## src/rtl/timer_sched_pkg.sv

```systemverilog
// timer_sched_pkg: shared FSM state type and default sizing for the timer scheduler
package timer_sched_pkg;

    typedef enum logic [1:0] {
        IDLE = 2'd0,
        RUN  = 2'd1,
        DONE = 2'd2
    } state_e;

    localparam int N_REQ_DEF = 4;
    localparam int CNT_W_DEF = 3;

endpackage

```

## src/rtl/rr_arbiter.sv

```systemverilog
// rr_arbiter: combinational round-robin pick starting at ptr_i and wrapping at N_REQ
module rr_arbiter #(
    parameter  int N_REQ = 4,
    localparam int IDX_W = $clog2(N_REQ)
) (
    input  logic [N_REQ-1:0] req_i,
    input  logic [IDX_W-1:0] ptr_i,
    output logic [IDX_W-1:0] win_o,
    output logic             any_o
);

    logic [IDX_W:0]   sum;
    logic [IDX_W-1:0] idx;

    // Scan offsets from farthest to nearest so the closest requester to ptr_i is the last write
    always_comb begin
        win_o = '0;
        any_o = |req_i;
        sum   = '0;
        idx   = '0;
        for (int k = N_REQ - 1; k >= 0; k--) begin
            sum = {1'b0, ptr_i} + (IDX_W + 1)'(k);
            idx = (sum >= (IDX_W + 1)'(N_REQ)) ? IDX_W'(sum - (IDX_W + 1)'(N_REQ)) : IDX_W'(sum);
            if (req_i[idx]) win_o = idx;
        end
    end

endmodule

```

## src/rtl/timer_sched.sv

```systemverilog
// timer_sched: round-robin sharing of one one-shot delay counter among N_REQ requesters
module timer_sched
    import timer_sched_pkg::*;
#(
    parameter  int N_REQ = N_REQ_DEF,
    parameter  int CNT_W = CNT_W_DEF,
    localparam int IDX_W = $clog2(N_REQ)
) (
    input  logic                   clk,
    input  logic                   rst,
    input  logic [N_REQ-1:0]       req_i,
    input  logic [N_REQ*CNT_W-1:0] delay_i,
    output logic [N_REQ-1:0]       gnt_o,
    output logic [N_REQ-1:0]       done_o,
    output logic [IDX_W-1:0]       owner_o,
    output logic                   busy_o
);

    state_e           state_q;
    logic [CNT_W-1:0] cnt_q, dly_q;
    logic [IDX_W-1:0] owner_q, ptr_q, ptr_d, win;
    logic [N_REQ-1:0] gnt_q, done_q;
    logic             any;

    rr_arbiter #(.N_REQ(N_REQ)) u_arb (
        .req_i (req_i),
        .ptr_i (ptr_q),
        .win_o (win),
        .any_o (any)
    );

    assign ptr_d = (win == IDX_W'(N_REQ - 1)) ? '0 : win + 1'b1;

    // done_q defaults low each cycle so it is a single-cycle pulse out of RUN
    always_ff @(posedge clk) begin
        if (rst) begin
            state_q <= IDLE;
            cnt_q   <= '0;
            dly_q   <= '0;
            ptr_q   <= '0;
            owner_q <= '0;
            gnt_q   <= '0;
            done_q  <= '0;
        end else begin
            done_q <= '0;
            case (state_q)
                IDLE: if (any) begin
                    owner_q <= win;
                    dly_q   <= delay_i[win*CNT_W +: CNT_W];
                    cnt_q   <= '0;
                    gnt_q   <= N_REQ'(1) << win;
                    ptr_q   <= ptr_d;
                    state_q <= RUN;
                end
                RUN: if (!req_i[owner_q]) begin
                    gnt_q   <= '0;
                    state_q <= IDLE;
                end else if (cnt_q == dly_q) begin
                    gnt_q   <= '0;
                    done_q  <= N_REQ'(1) << owner_q;
                    state_q <= DONE;
                end else begin
                    cnt_q <= cnt_q + 1'b1;
                end
                DONE: state_q <= IDLE;
                default: state_q <= IDLE;
            endcase
        end
    end

    assign gnt_o   = gnt_q;
    assign done_o  = done_q;
    assign owner_o = owner_q;
    assign busy_o  = (state_q != IDLE);

endmodule
```

## config.mk

```make
export PLATFORM = sky130hd
export DESIGN_NAME = timer_sched
export DESIGN_NICKNAME = d
export VERILOG_FILES = /design/src/rtl/timer_sched_pkg.sv /design/src/rtl/rr_arbiter.sv /design/src/rtl/timer_sched.sv
export SDC_FILE = /design/constraint.sdc
export NUM_CORES = 1
export LEC_CHECK = 0
export CAP_MARGIN = 25
export CORE_ASPECT_RATIO = 0.8
export CORE_MARGIN = 2
export CORE_UTILIZATION = 49
export DETAILED_ROUTE_END_ITERATION = 8
export GPL_ROUTABILITY_DRIVEN = 0
export PLACE_DENSITY = 0.82
export SYNTH_ARGS = -nofsm -noshare
export SYNTH_HDL_FRONTEND = slang
export SYNTH_SLANG_ARGS = --single-unit
```

## constraint.sdc

```tcl
create_clock -name clk -period 3.85 [get_ports clk]
set_input_delay 0.5775 -clock clk [delete_from_list [all_inputs] [get_ports clk]]
set_output_delay 0.5775 -clock clk [all_outputs]
set_load 0.005 [all_outputs]
```

==> key figures, run 1 <==
Timing
  – Hold Slack: 0.477 ns
  – Min cycle time layout: 2.28 ns
  – Setup WS post-layout: 1.57 ns
  – Fin crit share: 59.2%
  – RSZ-0062 raised after global routing: no
  – Final Setup Violations: 0
  – Final TNS setup: 0 ns
  – Slew Limit Fails: 0
  – Worst Max-Slew Pin Slew: 0.640 ns
  – Final Hold Fails: 0
  – Skew final: 0.00388 ns
  – Fmax: 0.439 GHz
  – Slew headroom: 57.2%

Synth
  – Asr flop ratio synth: 0%
  – Mapped Cells: 105
  – Post-synth EDFFs: 0
  – Cell type with the largest total area after synthesis: dfxtp_1
  – Top cells by area, synth: dfxtp_1, mux2i_1, a21oi_1
  – Yosys top cell area share: 40.4%
  – Number of distinct library cells after synthesis: 36
  – Syn_nets: 124
  – Register area share after synthesis: 40.4%
  – Cell Area, Synth: 991 um^2
  – Most frequent cells after synthesis: dfxtp_1, nand2_1, a21oi_1, mux2i_1, o21ai_0
  – FF+latch count, synth: 20
  – Warnings from Yosys: 0
  – Most used DFF post-synth: dfxtp_1
  – Most frequent cell after synthesis: dfxtp_1
  – Average instance area after synthesis: 9.44 um^2

Placement
  – Place WS: 1.28 ns
  – Port buffer count: 28
  – Post-DP Area: 1280 um^2
  – DP HPWL: 1560 um
  – Placed Instances: 154

Global route
  – Largest net degree at the start of global routing: 15
  – Vias in the first global route: 786
  – First-pass GRT wire length: 3410 um
  – Initial antenna violation count: 0
  – GR Overflow Total: 0
  – GRT Util Overall: 19.8%

Critical path
  – CP Max Fanout: 7
  – Buffers and inverters on the worst path: 1
  – Setup CP Type: in -> reg
  – Largest stage delay, worst path: 0.52 ns
  – CP Capture Type: flip-flop
  – Slowest cell on the critical path: nor4_1
  – CP Cell Sequence: clkdlybuf4s50_1 -> nor4_1 -> or2_0 -> nor2_4 -> nand2_1 -> o221ai_1
  – WP data arrival: 2.46 ns
  – Worst Setup Start Kind: input pin
  – CP top delay family: simple AND/OR/NAND/NOR gates
  – Req. time, crit path: 4.03 ns

Power and ir drop
  – Total power: 614 uW
  – P_leak: 0.505 nW
  – Worst vdd ir: 0.528 mV
  – Power Dens Cells: 460 nW/um^2

Clock tree
  – Cts repair resizes: 0
  – Clock transition at path regs: 0.12 ns
  – Setup bufs post-CTS: 0
  – H-tree lvl count: 1
  – Clk buf depth: 2
  – Hold_buf cts: 0
  – CTS buffer count: 3
  – # clock sinks: 20
  – Clk Latency, worst-skew pair: 0.30 ns
  – TritonCTS clock tree: yes
  – CTS Root Cell: clkbuf_4

Route
  – WL/cell: 13.3 um
  – Routed WL: 2100 um
  – Vias per inst: 5.47
  – Routed Antenna Nets: 0
  – Pre-antenna DRT Iters: 4
  – DR vias: 864
  – Drt first-iter violations: 21
  – Post-route DRC: 0

Final layout
  – Final instance area: 1340 um^2
  – Nets: 154
  – Final Instance Count excl. Fillers: 158
  – Area grow syn2layout: 34.8%
  – Util after Layout: 70.6%
  – ANT cells: 0
  – Share of layout cells above drive strength 1: 10.4%

Flow run
  – Max Cap Viol: 0

Outcome
  – Status: finished clean

Die
  – Initial Util: 52.4%
  – Core ar.: 1890 um^2
  – Ports: 29
  – Site row count: 14
  – Die W: 54.3 um
  – Die area: 2400 um^2
  – Die height: 44.2 um

Worst hold path
  – Hold crit path type: reg -> reg
==> cell usage in the layout, fill, tap and decap left out, types with 2 or more instances in the layout <==
cell type	n
a211oi_1	2
o221ai_1	3
nor2_1	5
mux2i_1	6
inv_1	5
nand3b_1	3
o21ai_0	6
dfxtp_1	20
clkbuf_4	3
xor2_1	3
nand2_1	12
a21oi_1	10
nand2b_1	3
clkdlybuf4s50_1	28
or3_1	3
==> path summary, 6_finish.rpt <==
kind	from	endpoint	slack, ns	cells past startpoint
hold reg to reg	gnt_o[2]	gnt_o[2]	0.48	2
hold / removal	gnt_o[2]	gnt_o[2]	0.48	2
setup / recovery	req_i[2]	dly_q[0]	1.57	6
setup reg to reg	state_q[1]	dly_q[0]	2.04	5
==> per-layer routing <==
layer / vias up / global-route usage [%] / routed length, um
met3: 2 / 6.08 / 121
met5: - / 0 / 0
met4: 0 / 4.50 / 13
met2: 30 / 32.5 / 991
li1: 438 / - / -
met1: 394 / 25.4 / 972
==> cells by family after synthesis <==
family	count (synthesis)	synth area share, %
and+or+nand+nor	36	21.5
AOI/OAI and AO/OA	28	20.6
DFF	20	40.4
buffers and inverters	9	4.42
muxes	7	8.33
xor gates and xnor gates	4	3.54
adders and majority gates	1	1.26
==> flip-flops by register name (all words and copies together) (netlist names) <==
register and flops:
cnt_q 3, dly_q 3, done_o 4, gnt_o 4, owner_o 2, ptr_q 2, state_q 2
==> area by class of cell <==
type	count	area [um^2]
Fill cell	155	556
Clock buffer	3	22.5
Multi-Input combinational cell	76	547
Tap cell	24	30.0
Sequential cell	20	400
Timing Repair Buffer	29	288
Clock inverter	1	30.0
Inverter	5	18.8
==> power by group <==
part           total, mW  switching, mW  internal, mW
clock network      0.172         0.0667         0.105
registers          0.260         0.0268         0.234
logic              0.182         0.0894        0.0927
==> worst min-delay path: stages, from the launching register on <==
cell and delay (ns):
dfxtp_1 0.35, nand2_1 0.05, o21ai_0 0.05
No activity file was read; power rests on OpenSTA's default activity.
==> run 2, diff against run 1 <==
Settings changed: CORE_UTILIZATION 49 to 46, PLACE_DENSITY 0.82 to 0.78.
Clock period 3.85 ns to 2.2 ns, I/O delays scaled along.
==> run 2 against run 1 <==
Net effect:
- worst hold slack worse by 0.0032 ns
- die area is 6.0% higher
- flip-flop and latch count stayed put
- routed wire length is 1.2% lower
- global-route usage is 1.1 points lower
- non-clock buffer count is 3 higher
==> key figures, run 2 (synthesized netlist as in run 1, its figures left out) <==
Power and ir drop
  – P_leak: 0.520 nW (+3.0%)
  – Clock power share: 27.4% (-0.6 points)
  – Internal Dissipation: 762 uW (+76%)
  – Net Sw Power: 315 uW (+72%)
  – Total power: 1.08 mW (+75%)
  – Worst vdd ir: 0.551 mV (+4.2%)
  – Power Dens Cells: 792 nW/um^2 (+72%)
  – Switching Fraction: 29.2% (-0.54 points)
  – Combinational group share of total power: 30.3% (+0.7 points)
  – Seq pwr share: 42.3% (about the same)

Clock tree
  – H-tree lvl count: 1 (unchanged)
  – TritonCTS clock tree: yes
  – CTS Root Cell: clkbuf_4
  – Cts repair resizes: 0 (unchanged)
  – Clk Latency, worst-skew pair: 0.30 ns (about the same)
  – Hold_buf cts: 0 (unchanged)
  – Clk buf depth: 2 (unchanged)
  – CTS buffer count: 3 (unchanged)
  – Setup bufs post-CTS: 0 (unchanged)
  – # clock sinks: 20 (unchanged)
  – Clock transition at path regs: 0.11 ns (about the same)

Global route
  – Initial antenna violation count: 0 (unchanged)
  – Vias in the first global route: 817 (+3.9%)
  – First-pass GRT wire length: 3650 um (+7.1%)
  – GRT Util Overall: 18.6% (-1.1 points)
  – GR Overflow Total: 0 (unchanged)
  – Largest net degree at the start of global routing: 13 (-2)

Die
  – Core ar.: 1960 um^2 (+3.7%)
  – Die height: 45.5 um (+2.9%)
  – Die W: 55.9 um (+3.0%)
  – Initial Util: 50.5% (-1.9 points)
  – Ports: 29 (unchanged)
  – Site row count: 14 (unchanged)
  – Die area: 2540 um^2 (+6.0%)

Critical path
  – Largest stage delay, worst path: 0.45 ns (-0.07 ns)
  – CP Cell Sequence: or2_2 -> clkdlybuf4s50_1
  – Buffers and inverters on the worst path: 1 (unchanged)
  – Req. time, crit path: 1.87 ns (-2.16 ns)
  – Worst Setup Start Kind: flip-flop
  – Slowest cell on the critical path: clkdlybuf4s50_1
  – CP top delay family: buffers and inverters
  – WP data arrival: 1.50 ns (-0.96 ns)
  – WP depth: 2 (-4)
  – Worst Reg-to-Reg Cells: 5 (unchanged)
  – Setup CP Type: reg -> out
  – CP Capture Type: output port
  – CP Max Fanout: 9 (+2)

Final layout
  – Util after Layout: 69.3% (-1.4 points)
  – Most frequent cells in the layout: clkdlybuf4s50_1, dfxtp_1, nand2_1
  – Share of layout cells above drive strength 1: 12.4% (+2.0 points)
  – Nets: 157 (+1.9%)
  – Final instance area: 1360 um^2 (+1.7%)
  – ANT cells: 0 (unchanged)
  – Area grow syn2layout: 37.1%
  – Commonest non-fill, non-tap cell in the layout: clkdlybuf4s50_1

Timing
  – RSZ-0062 raised after global routing: no
  – Worst Max-Slew Pin Slew: 0.526 ns (-0.115 ns)
  – Slew Limit Fails: 0 (unchanged)
  – Slew headroom: 64.9% (+7.7 points)
  – Final Setup Violations: 0 (unchanged)
  – Fmax: 0.545 GHz
  – Skew final: 0.00720 ns (+0.00332 ns)
  – Hold Slack: 0.473 ns (-0.00317 ns)
  – Min cycle time layout: 1.83 ns
  – Fin crit share: 83.4%
  – Final Hold Fails: 0 (unchanged)
  – Final TNS setup: 0 ns (unchanged)

Route
  – Drt first-iter violations: 26 (+24%)
  – Pre-antenna DRT Iters: 4 (unchanged)
  – Post-route DRC: 0 (unchanged)
  – WL/cell: 12.9 um (-3.1%)
  – Routed WL: 2070 um (-1.2%)
  – Routed Antenna Nets: 0 (unchanged)
  – Vias per inst: 5.51 (+0.75%)
  – DR vias: 887 (+2.7%)

Outcome
  – Status: finished clean

Placement
  – Port buffer count: 28 (unchanged)
  – Post-DP Area: 1310 um^2 (+1.8%)
  – DP HPWL: 1590 um (+2.2%)

Worst hold path
  – Hold path depth: 2 (unchanged)
  – Hold crit path type: reg -> reg

Flow run
  – Max Cap Viol: 0 (unchanged)
==> run 2: changes by cell type in the layout (fill, tap and decap cells not counted) <==
cell,change
buf_4,+3
==> run 2: through the flow <==
step	setup slack, ns	std cells
after detailed placement	0.0859	157
after floorplan	0.564	105
after CTS	0.348	161
final	0.365	161
after global routing	0.210	161
after global placement	0.151	157
==> run 2: routing by layer <==
metal	part of all wire (%)	GRT usage (%)	vias to the layer above
met1	44	23.0	408
met2	47	31.2	29
met4	2.0	8.10	0
met3	6.9	5.40	6
li1	-	-	444
met5	0	0	-
==> run 2: worst reg2reg max path, cell delays in order, from the launching register on <==
cell	delay [ns]
dfxtp_1	0.46
mux4_2	0.59
o311ai_4	0.14
o21a_1	0.21
o21ai_1	0.09
a211oi_2	0.21
==> run 2: layout make-up <==
cell class | count | area [um^2]
Sequential cell | 20 | 400
Multi-Input combinational cell | 76 | 547
Timing Repair Buffer | 32 | 310
Clock inverter | 1 | 30.0
Inverter | 5 | 18.8
Clock buffer | 3 | 22.5
Fill cell | 162 | 603
Tap cell | 24 | 30.0
==> run 2: final timing paths <==
| path | from | endpoint | slack [ns] |
|---|---|---|---|
| worst min register to register | gnt_o[0] | gnt_o[0] | 0.47 |
| worst max-delay path | state_q[1] | busy_o | 0.37 |
| worst max register to register | owner_o[0] | cnt_q[2] | 0.41 |
| worst min-delay path | gnt_o[0] | gnt_o[0] | 0.47 |
==> run 2: power by group through the flow <==
stage          Combinational (mW)  Clock, mW  Sequential [mW]
6_report                    0.326      0.295            0.456
3_3_place_gp                0.320          0            0.461
3_5_place_dp                0.326          0            0.463
4_1_cts                     0.328      0.299            0.455
5_1_grt                     0.357      0.315            0.463
2_1_floorplan               0.212          0            0.453
